==> src/rtl/multdiv_issue_ctrl_pkg.sv <==
// multdiv_issue_ctrl_pkg: state encoding and writeback codes shared by the multdiv issue controller.
package multdiv_issue_ctrl_pkg;
  typedef enum logic [1:0] {
    S_IDLE  = 2'd0,
    S_ISSUE = 2'd1,
    S_WAIT  = 2'd2,
    S_WB    = 2'd3
  } state_t;
  localparam int RSTATUS_DEF  = 30;
  localparam int MUL_OVF_DEF  = 4;
  localparam int DIV0_DEF     = 5;
  localparam int TIMEOUT_DEF  = 7;
endpackage

==> src/rtl/mdctl_wait_counter.sv <==
// mdctl_wait_counter: cycle counter with sync clear, enable and a terminal-count flag.
module mdctl_wait_counter #(
  parameter int W = 7,
  parameter int TERM = 63
) (
  input  logic         clock,
  input  logic         reset,
  input  logic         clr,
  input  logic         en,
  output logic [W-1:0] cnt,
  output logic         term
);
  always_ff @(posedge clock or posedge reset)
    if (reset) cnt <= '0;
    else if (clr) cnt <= '0;
    else if (en) cnt <= cnt + 1'b1;
  assign term = cnt == W'(TERM);
endmodule

==> src/rtl/multdiv_issue_ctrl.sv <==
// multdiv_issue_ctrl: issues one mult/div to multdiv, stalls until its result, then writes back once.
module multdiv_issue_ctrl
  import multdiv_issue_ctrl_pkg::*;
#(
  parameter int TIMEOUT      = 64,
  parameter int MIN_WAIT     = 2,
  parameter int RSTATUS_REG  = RSTATUS_DEF,
  parameter int MUL_OVF_CODE = MUL_OVF_DEF,
  parameter int DIV0_CODE    = DIV0_DEF,
  parameter int TIMEOUT_CODE = TIMEOUT_DEF
) (
  input  logic        clock,
  input  logic        reset,
  input  logic        in_valid,
  input  logic        in_is_div,
  input  logic [31:0] in_opA,
  input  logic [31:0] in_opB,
  input  logic [4:0]  in_rd,
  input  logic        flush,
  output logic        stall,
  output logic        md_ctrl_MULT,
  output logic        md_ctrl_DIV,
  output logic [31:0] md_operandA,
  output logic [31:0] md_operandB,
  input  logic [31:0] md_result,
  input  logic        md_exception,
  input  logic        md_resultRDY,
  output logic        wb_valid,
  output logic [4:0]  wb_rd,
  output logic [31:0] wb_data,
  output logic        busy
);
  localparam int CW = $clog2(TIMEOUT) + 1;
  state_t state;
  logic is_div_q;
  logic [4:0] rd_q;
  logic [CW-1:0] cnt;
  logic term, accept, rdy_ok, timed_out, exc;
  mdctl_wait_counter #(.W(CW), .TERM(TIMEOUT - 1)) u_cnt (
    .clock(clock),
    .reset(reset),
    .clr(state == S_ISSUE),
    .en(state == S_WAIT),
    .cnt(cnt),
    .term(term)
  );
  assign accept    = state == S_IDLE && in_valid && !flush;
  // RDY inside the first MIN_WAIT cycles may still belong to the previous op
  assign rdy_ok    = state == S_WAIT && md_resultRDY && cnt >= CW'(MIN_WAIT);
  assign timed_out = state == S_WAIT && term && !rdy_ok;
  assign exc       = rdy_ok && md_exception;
  assign stall     = accept || state == S_ISSUE || state == S_WAIT;
  assign busy      = state != S_IDLE;
  always_ff @(posedge clock or posedge reset) begin
    if (reset) begin
      state        <= S_IDLE;
      is_div_q     <= 1'b0;
      rd_q         <= '0;
      md_ctrl_MULT <= 1'b0;
      md_ctrl_DIV  <= 1'b0;
      md_operandA  <= '0;
      md_operandB  <= '0;
      wb_valid     <= 1'b0;
      wb_rd        <= '0;
      wb_data      <= '0;
    end else begin
      md_ctrl_MULT <= accept && !in_is_div;
      md_ctrl_DIV  <= accept && in_is_div;
      wb_valid     <= 1'b0;
      case (state)
        S_IDLE: if (accept) begin
          state       <= S_ISSUE;
          md_operandA <= in_opA;
          md_operandB <= in_opB;
          rd_q        <= in_rd;
          is_div_q    <= in_is_div;
        end
        S_ISSUE: state <= flush ? S_IDLE : S_WAIT;
        S_WAIT: if (flush) state <= S_IDLE;
          else if (rdy_ok || timed_out) begin
            state    <= S_WB;
            wb_valid <= timed_out || exc || rd_q != 5'd0;
            wb_rd    <= (timed_out || exc) ? 5'(RSTATUS_REG) : rd_q;
            wb_data  <= timed_out ? 32'(TIMEOUT_CODE) :
                        exc ? (is_div_q ? 32'(DIV0_CODE) : 32'(MUL_OVF_CODE)) : md_result;
          end
        default: state <= S_IDLE;
      endcase
    end
  end
endmodule

==> config.mk <==
export PLATFORM = sky130hd
export DESIGN_NAME = multdiv_issue_ctrl
export DESIGN_NICKNAME = d
export VERILOG_FILES = /design/src/rtl/multdiv_issue_ctrl_pkg.sv /design/src/rtl/mdctl_wait_counter.sv /design/src/rtl/multdiv_issue_ctrl.sv
export SDC_FILE = /design/constraint.sdc
export NUM_CORES = 1
export LEC_CHECK = 0
export CAP_MARGIN = 15
export CORE_ASPECT_RATIO = 1.5
export CORE_MARGIN = 2
export CORE_UTILIZATION = 41
export DETAILED_ROUTE_END_ITERATION = 10
export MAX_ROUTING_LAYER = met4
export PLACE_DENSITY = 0.78
export REMOVE_ABC_BUFFERS = 1
export SKIP_LAST_GASP = 1
export SYNTH_ARGS = -nofsm -noshare
export SYNTH_HDL_FRONTEND = slang
export SYNTH_SLANG_ARGS = --single-unit
export TNS_END_PERCENT = 20
==> constraint.sdc <==
create_clock -name clock -period 5.1 [get_ports clock]
set_input_delay 1.53 -clock clock [delete_from_list [all_inputs] [get_ports clock]]
set_output_delay 1.53 -clock clock [all_outputs]
set_load 0.01 [all_outputs]
### After elaboration in Yosys (flattened, before gate mapping)

Index checks and enable logic that the tools add are counted.
Widths: inputs -> output; s select.

| cells by class | value |
|---|---|
| add/subtract/negate cells | 1 |
| magnitude comparators | 1 |
| equal/unequal tests | 5 |
| mux-type cells | 14 |
| bitwise logic cells | 1 |
| reduce and logical (&&, ||, !) cells | 24 |

Operator list:

| cell | count |
|---|---|
| $mux 32 | 2 |
| $mux 7 | 2 |
| $logic_and 1x1->1 | 9 |
| $mux 2 | 4 |
| $add 7x1->7 const B | 1 |
| $eq 7x6->1 const B | 1 |
| $ge 7x2->1 const B | 1 |
| $pmux 2 s3 | 1 |
| $logic_or 1x1->1 | 5 |
| $mux 5 | 1 |
| $reduce_bool 5->1 | 1 |
| $mux 1 | 4 |
| $reduce_and 2->1 | 2 |
| $reduce_bool 2->1 | 2 |
| $logic_not 1->1 | 3 |
| $ne 3x3->1 const B | 1 |
| $reduce_and 3->1 | 1 |
| $eq 2x1->1 const B | 1 |
| $eq 2x2->1 const B | 1 |
| $logic_not 2->1 | 1 |
| $ne 2x2->1 const B | 1 |
| $not 1->1 | 1 |

| storage, ports and cells | value |
|---|---|
| register bits after elaboration | 119 |
| logic and storage cells | 57 |

### Longest topological paths before layout

| depth | value |
|---|---|
| word-level depth | 10 |
| depth in mapped cells | 7 |

### Hierarchy

Synthesis repeated with hierarchy kept, for this count alone.

| second synthesis, totals | value |
|---|---|
| cells, all modules | 297 |
| area, all modules | 4558.1 µm² |

By module, submodules not included:

| module | instances | cells each | area an instance (µm²) | seq. area each (µm²) |
|---|---|---|---|---|
| multdiv_issue_ctrl | 1 | 266 | 4230.3 | 2802.7 |
| mdctl_wait_counter | 1 | 31 | 327.8 | 175.2 |

### Worst setup path after synthesis

OpenSTA, ideal clock, no wires.

| timing path | value |
|---|---|
| kind | input to output |
| start point | in flush |
| end point | out stall |
| arrival time | 2411 ps |
| slack | 1159 ps |
| stages on the path | 4 |
| path buffers | 2 |
| cell sequence | nand3b_1 -> clkbuf_1 -> clkbuf_1 -> nand2_1 |

| on the way | value |
|---|---|
| word-level cells in the longest chain between the ends | 4 |

Ends and longest elaborated chain:

| element | RTL line | RTL |
|---|---|---|
| start: declaration | multdiv_issue_ctrl.sv:19 | `input logic flush,` |
| $logic_not 1->1 | multdiv_issue_ctrl.sv:47 | `assign accept = state == S_IDLE && in_valid && !flush;` |
| $logic_and 1x1->1 | multdiv_issue_ctrl.sv:47 |  |
| $logic_or 1x1->1 (2 in a row) | multdiv_issue_ctrl.sv:52 | `assign stall = accept \|\| state == S_ISSUE \|\| state == S_WAIT;` |
| end: declaration | multdiv_issue_ctrl.sv:20 | `output logic stall,` |

Every way passes these cells.

### Worst setup path after layout

Same ends and word-level chain as after synthesis.

==> results.py <==
metrics = {
    "status": {
        "outcome": "finished, final reports clean",
    },
    "setup_path": {
        "start_kind": "primary input",
        "cp.required_ns": 3.57,
        "critical-path-top-delay-family": "buffers and inverters",
        "r2r_slack_ns": 2.59,
        "worst_path_largest_cell_delay_ns": 0.53,
        "timing.rr.start": "u_cnt.cnt[1]",
        "rr_worst_depth": 5,
        "worstPathArrival_ns": 2.77,
        "crit_buf_inv": 2,
        "critPathKind": "primary input to primary output",
        "crit_cells": 4,
        "crit_top_cell": "clkdlybuf4s50_1",
        "path_max_fanout": 4,
        "critPathCaptureType": "primary output",
        "crit_chain": "clkdlybuf4s50_1, nand3b_1, nand2_1, clkdlybuf4s50_1",
        "critPathSlowestCell": "clkdlybuf4s50_1",
        "r2r-end": "state[1]",
    },
    "synth": {
        "ys.flop_type": "dfrtp_1",
        "synth.distinct_cells": 34,
        "syn_inst": 309,
        "yosysTopAreaCell": "dfrtp_1",
        "syn_area_um2": 4662,
        "yosysWarnings": 0,
        "synth_edf_count": 0,
        "netlist_top_cells_area": "dfrtp_1, mux2_2, a22o_1",
        "ys_ff_latch": 119,
        "synth_top_area_share_pct": 63.88,
        "async_reset_ff_share_pct": 100.0,
        "synth.avg_cell_area_um2": 15.09,
        "yosysSeqAreaShare_pct": 63.88,
    },
    "hold_path": {
        "min_delay_path_depth": 1,
        "hold_path.class": "register to register",
        "worstHoldStart": "is_div_q",
        "whs_endpoint": "is_div_q",
    },
    "grt": {
        "grt_max_degree": 75,
        "grt.total_usage_pct": 20.56,
        "antenna_found_initial": 0,
        "grt.overflow.total": 0,
        "grt_pass1_wl_um": 18870,
        "grt_pass1_vias": 3757,
    },
    "cts": {
        "path_clk_slew_ns": 0.05,
        "cts_hold_buf": 0,
        "ctsResizeCount": 0,
        "postCtsSetupBuffers": 0,
        "cts_buffers": 17,
        "cts.sinks": 119,
        "clock_path_buffers": 2,
        "htreeDepth": 4,
        "root_buffer": "clkbuf_16",
        "cts_tree": "done",
        "clk_latency_ns": 0.41,
    },
    "sta": {
        "slew_viol_final": 0,
        "hold_viol_final": 0,
        "finalSetupViolations": 0,
        "skew_ns": 0.007935,
        "finalCriticalPeriod_ns": 4.297,
        "rsz0062_at_grt": "false",
        "holdWs_ns": 0.4903,
        "fmax_ghz": 0.2327,
        "maxSlewHeadroom_pct": 25.17,
        "worst_pin_slew_ns": 1.119,
        "fin_crit_sh_pct": 84.25,
    },
    "place": {
        "hpwl_um": 8585,
        "dpl.cell_count": 654,
        "port_buffers": 213,
        "place_congestion": 0.7421,
        "place_area_um2": 6905,
    },
    "final_layout": {
        "area_growth_pct": 59.82,
        "drive_gt1_share_pct": 19.55,
        "layoutNonFillerInstCount": 684,
        "diodes": 0,
        "regArea_um2": 2978,
        "multiInputGateArea_um2": 1548,
        "num-fill-cells": 871,
        "nNetsFinal": 640,
        "design_area_um2": 7451,
    },
    "power": {
        "p_per_area_nw_per_um2": 629.6,
        "p_leak_nw": 3.154,
        "ir_worst_vdd_uv": 299.7,
    },
    "die": {
        "initial_utilization_pct": 42.17,
        "dieArea_um2": 12260,
        "fp.coreArea_um2": 11060,
        "row_count": 47,
        "die_y_um": 134.6,
        "boundaryPins": 214,
        "fp.dieW_um": 91.07,
    },
    "detailed_routing": {
        "initialDrtViolationCount": 84,
        "wl_um": 11830,
        "drc": 0,
        "wl_per_cell_um": 17.30,
        "vias": 3401,
        "drtPass1Iterations": 4,
        "viasPerCell": 4.972,
        "final_antenna_net_count": 0,
    },
    "job": {
        "drv_cap": 0,
    },
}
-- cells in the final DEF, fill, tap and decap left out, types with 3 or more instances in the layout --
cell type / instances
a21oi_1: 3
nand2b_1: 3
inv_1: 8
nor2b_1: 3
o32a_1: 3
clkinvlp_4: 4
clkbuf_1: 4
a22o_1: 30
o22a_1: 4
clkdlybuf4s50_1: 213
mux2_2: 71
clkbuf_16: 17
ha_1: 6
nor2_1: 8
dfrtp_1: 119
nand2_1: 5
clkinv_2: 3
o21ai_0: 3
-- per-layer routing --
layer  part of all wire [%]  up-vias  track usage, %
li1                       -     1552               -
met1                     38     1669           22.69
met2                     52      149           33.66
met3                    6.2       31           6.306
met4                    3.6        0           10.44
met5                      0        -               -
-- cell families after synthesis --
kind of cell             Yosys count  share of synthesized area (%)
AND/OR/NAND/NOR                   31                          3.624
flip-flops                       119                          63.88
XOR/XNOR                           2                         0.3758
buffers and inverters             26                          3.059
multiplexers                      74                          17.82
adder cells (fa/ha/maj)            6                          1.610
AO/OA/AOI/OAI                     51                          9.635
-- stage by stage --
stage / util (%) / total power, mW / setup TNS [ns] / worst slack [ns]
floorplan: - / 2.496 / -0.2231 / -0.2231
global placement: 62.46 / 3.533 / 0 / 0.8071
detailed placement: 62.46 / 3.609 / 0 / 0.8015
CTS: 67.39 / 4.749 / 0 / 0.8016
global route: 67.39 / 4.949 / 0 / 0.7387
finish: 67.39 / 4.691 / 0 / 0.8032
-- worst register-to-register path: cells and delay by family, from the launching register on --
family	cells	cell delay, ns
flops	1	0.45
fa+ha+maj	1	0.22
mux	1	0.34
compound gates	2	0.89
simple gates	1	0.49
-- flip-flops by register name, indices dropped and copies added, names as in the netlist --
name          count
state             2
wb_valid          1
md_ctrl_MULT      1
wb_data          32
wb_rd             5
md_operandA      32
u_cnt.cnt         7
md_operandB      32
is_div_q          1
md_ctrl_DIV       1
rd_q              5
-- area by class of cell --
cell class / count / area share [%]
Clock buffer: 21 / 5.911
Clock inverter: 9 / 1.411
Inverter: 9 / 0.4870
Multi-Input combinational cell: 164 / 20.77
Sequential cell: 119 / 39.97
Tap cell: 147 / 2.469
Timing Repair Buffer: 215 / 28.98
-- cells in the mapped netlist (all sizes together), types with 3 or more instances --
master and n:
o32a 3, a21oi 4, nor3 3, a22o 30, nand2 5, clkbuf 11
nor2 8, mux2 72, o21ai 3, buf 6, o22a 4, nor2b 3
ha 6, inv 9, dfrtp 119, nand2b 3
-- power by group --
part,internal [mW],switching [mW],total (mW)
logic,1.20,0.717,1.92
clock network,0.709,0.396,1.10
registers,1.41,0.260,1.67
-- how the worst max path moves through the flow --
stage | startpoint | end | slack, ns
2_1_floorplan | flush | stall | -0.22
3_3_place_gp | flush | stall | 0.81
3_5_place_dp | flush | stall | 0.80
4_1_cts | flush | stall | 0.80
5_1_grt | flush | stall | 0.74
6_report | flush | stall | 0.80
Power figures use the tool's default switching activity.
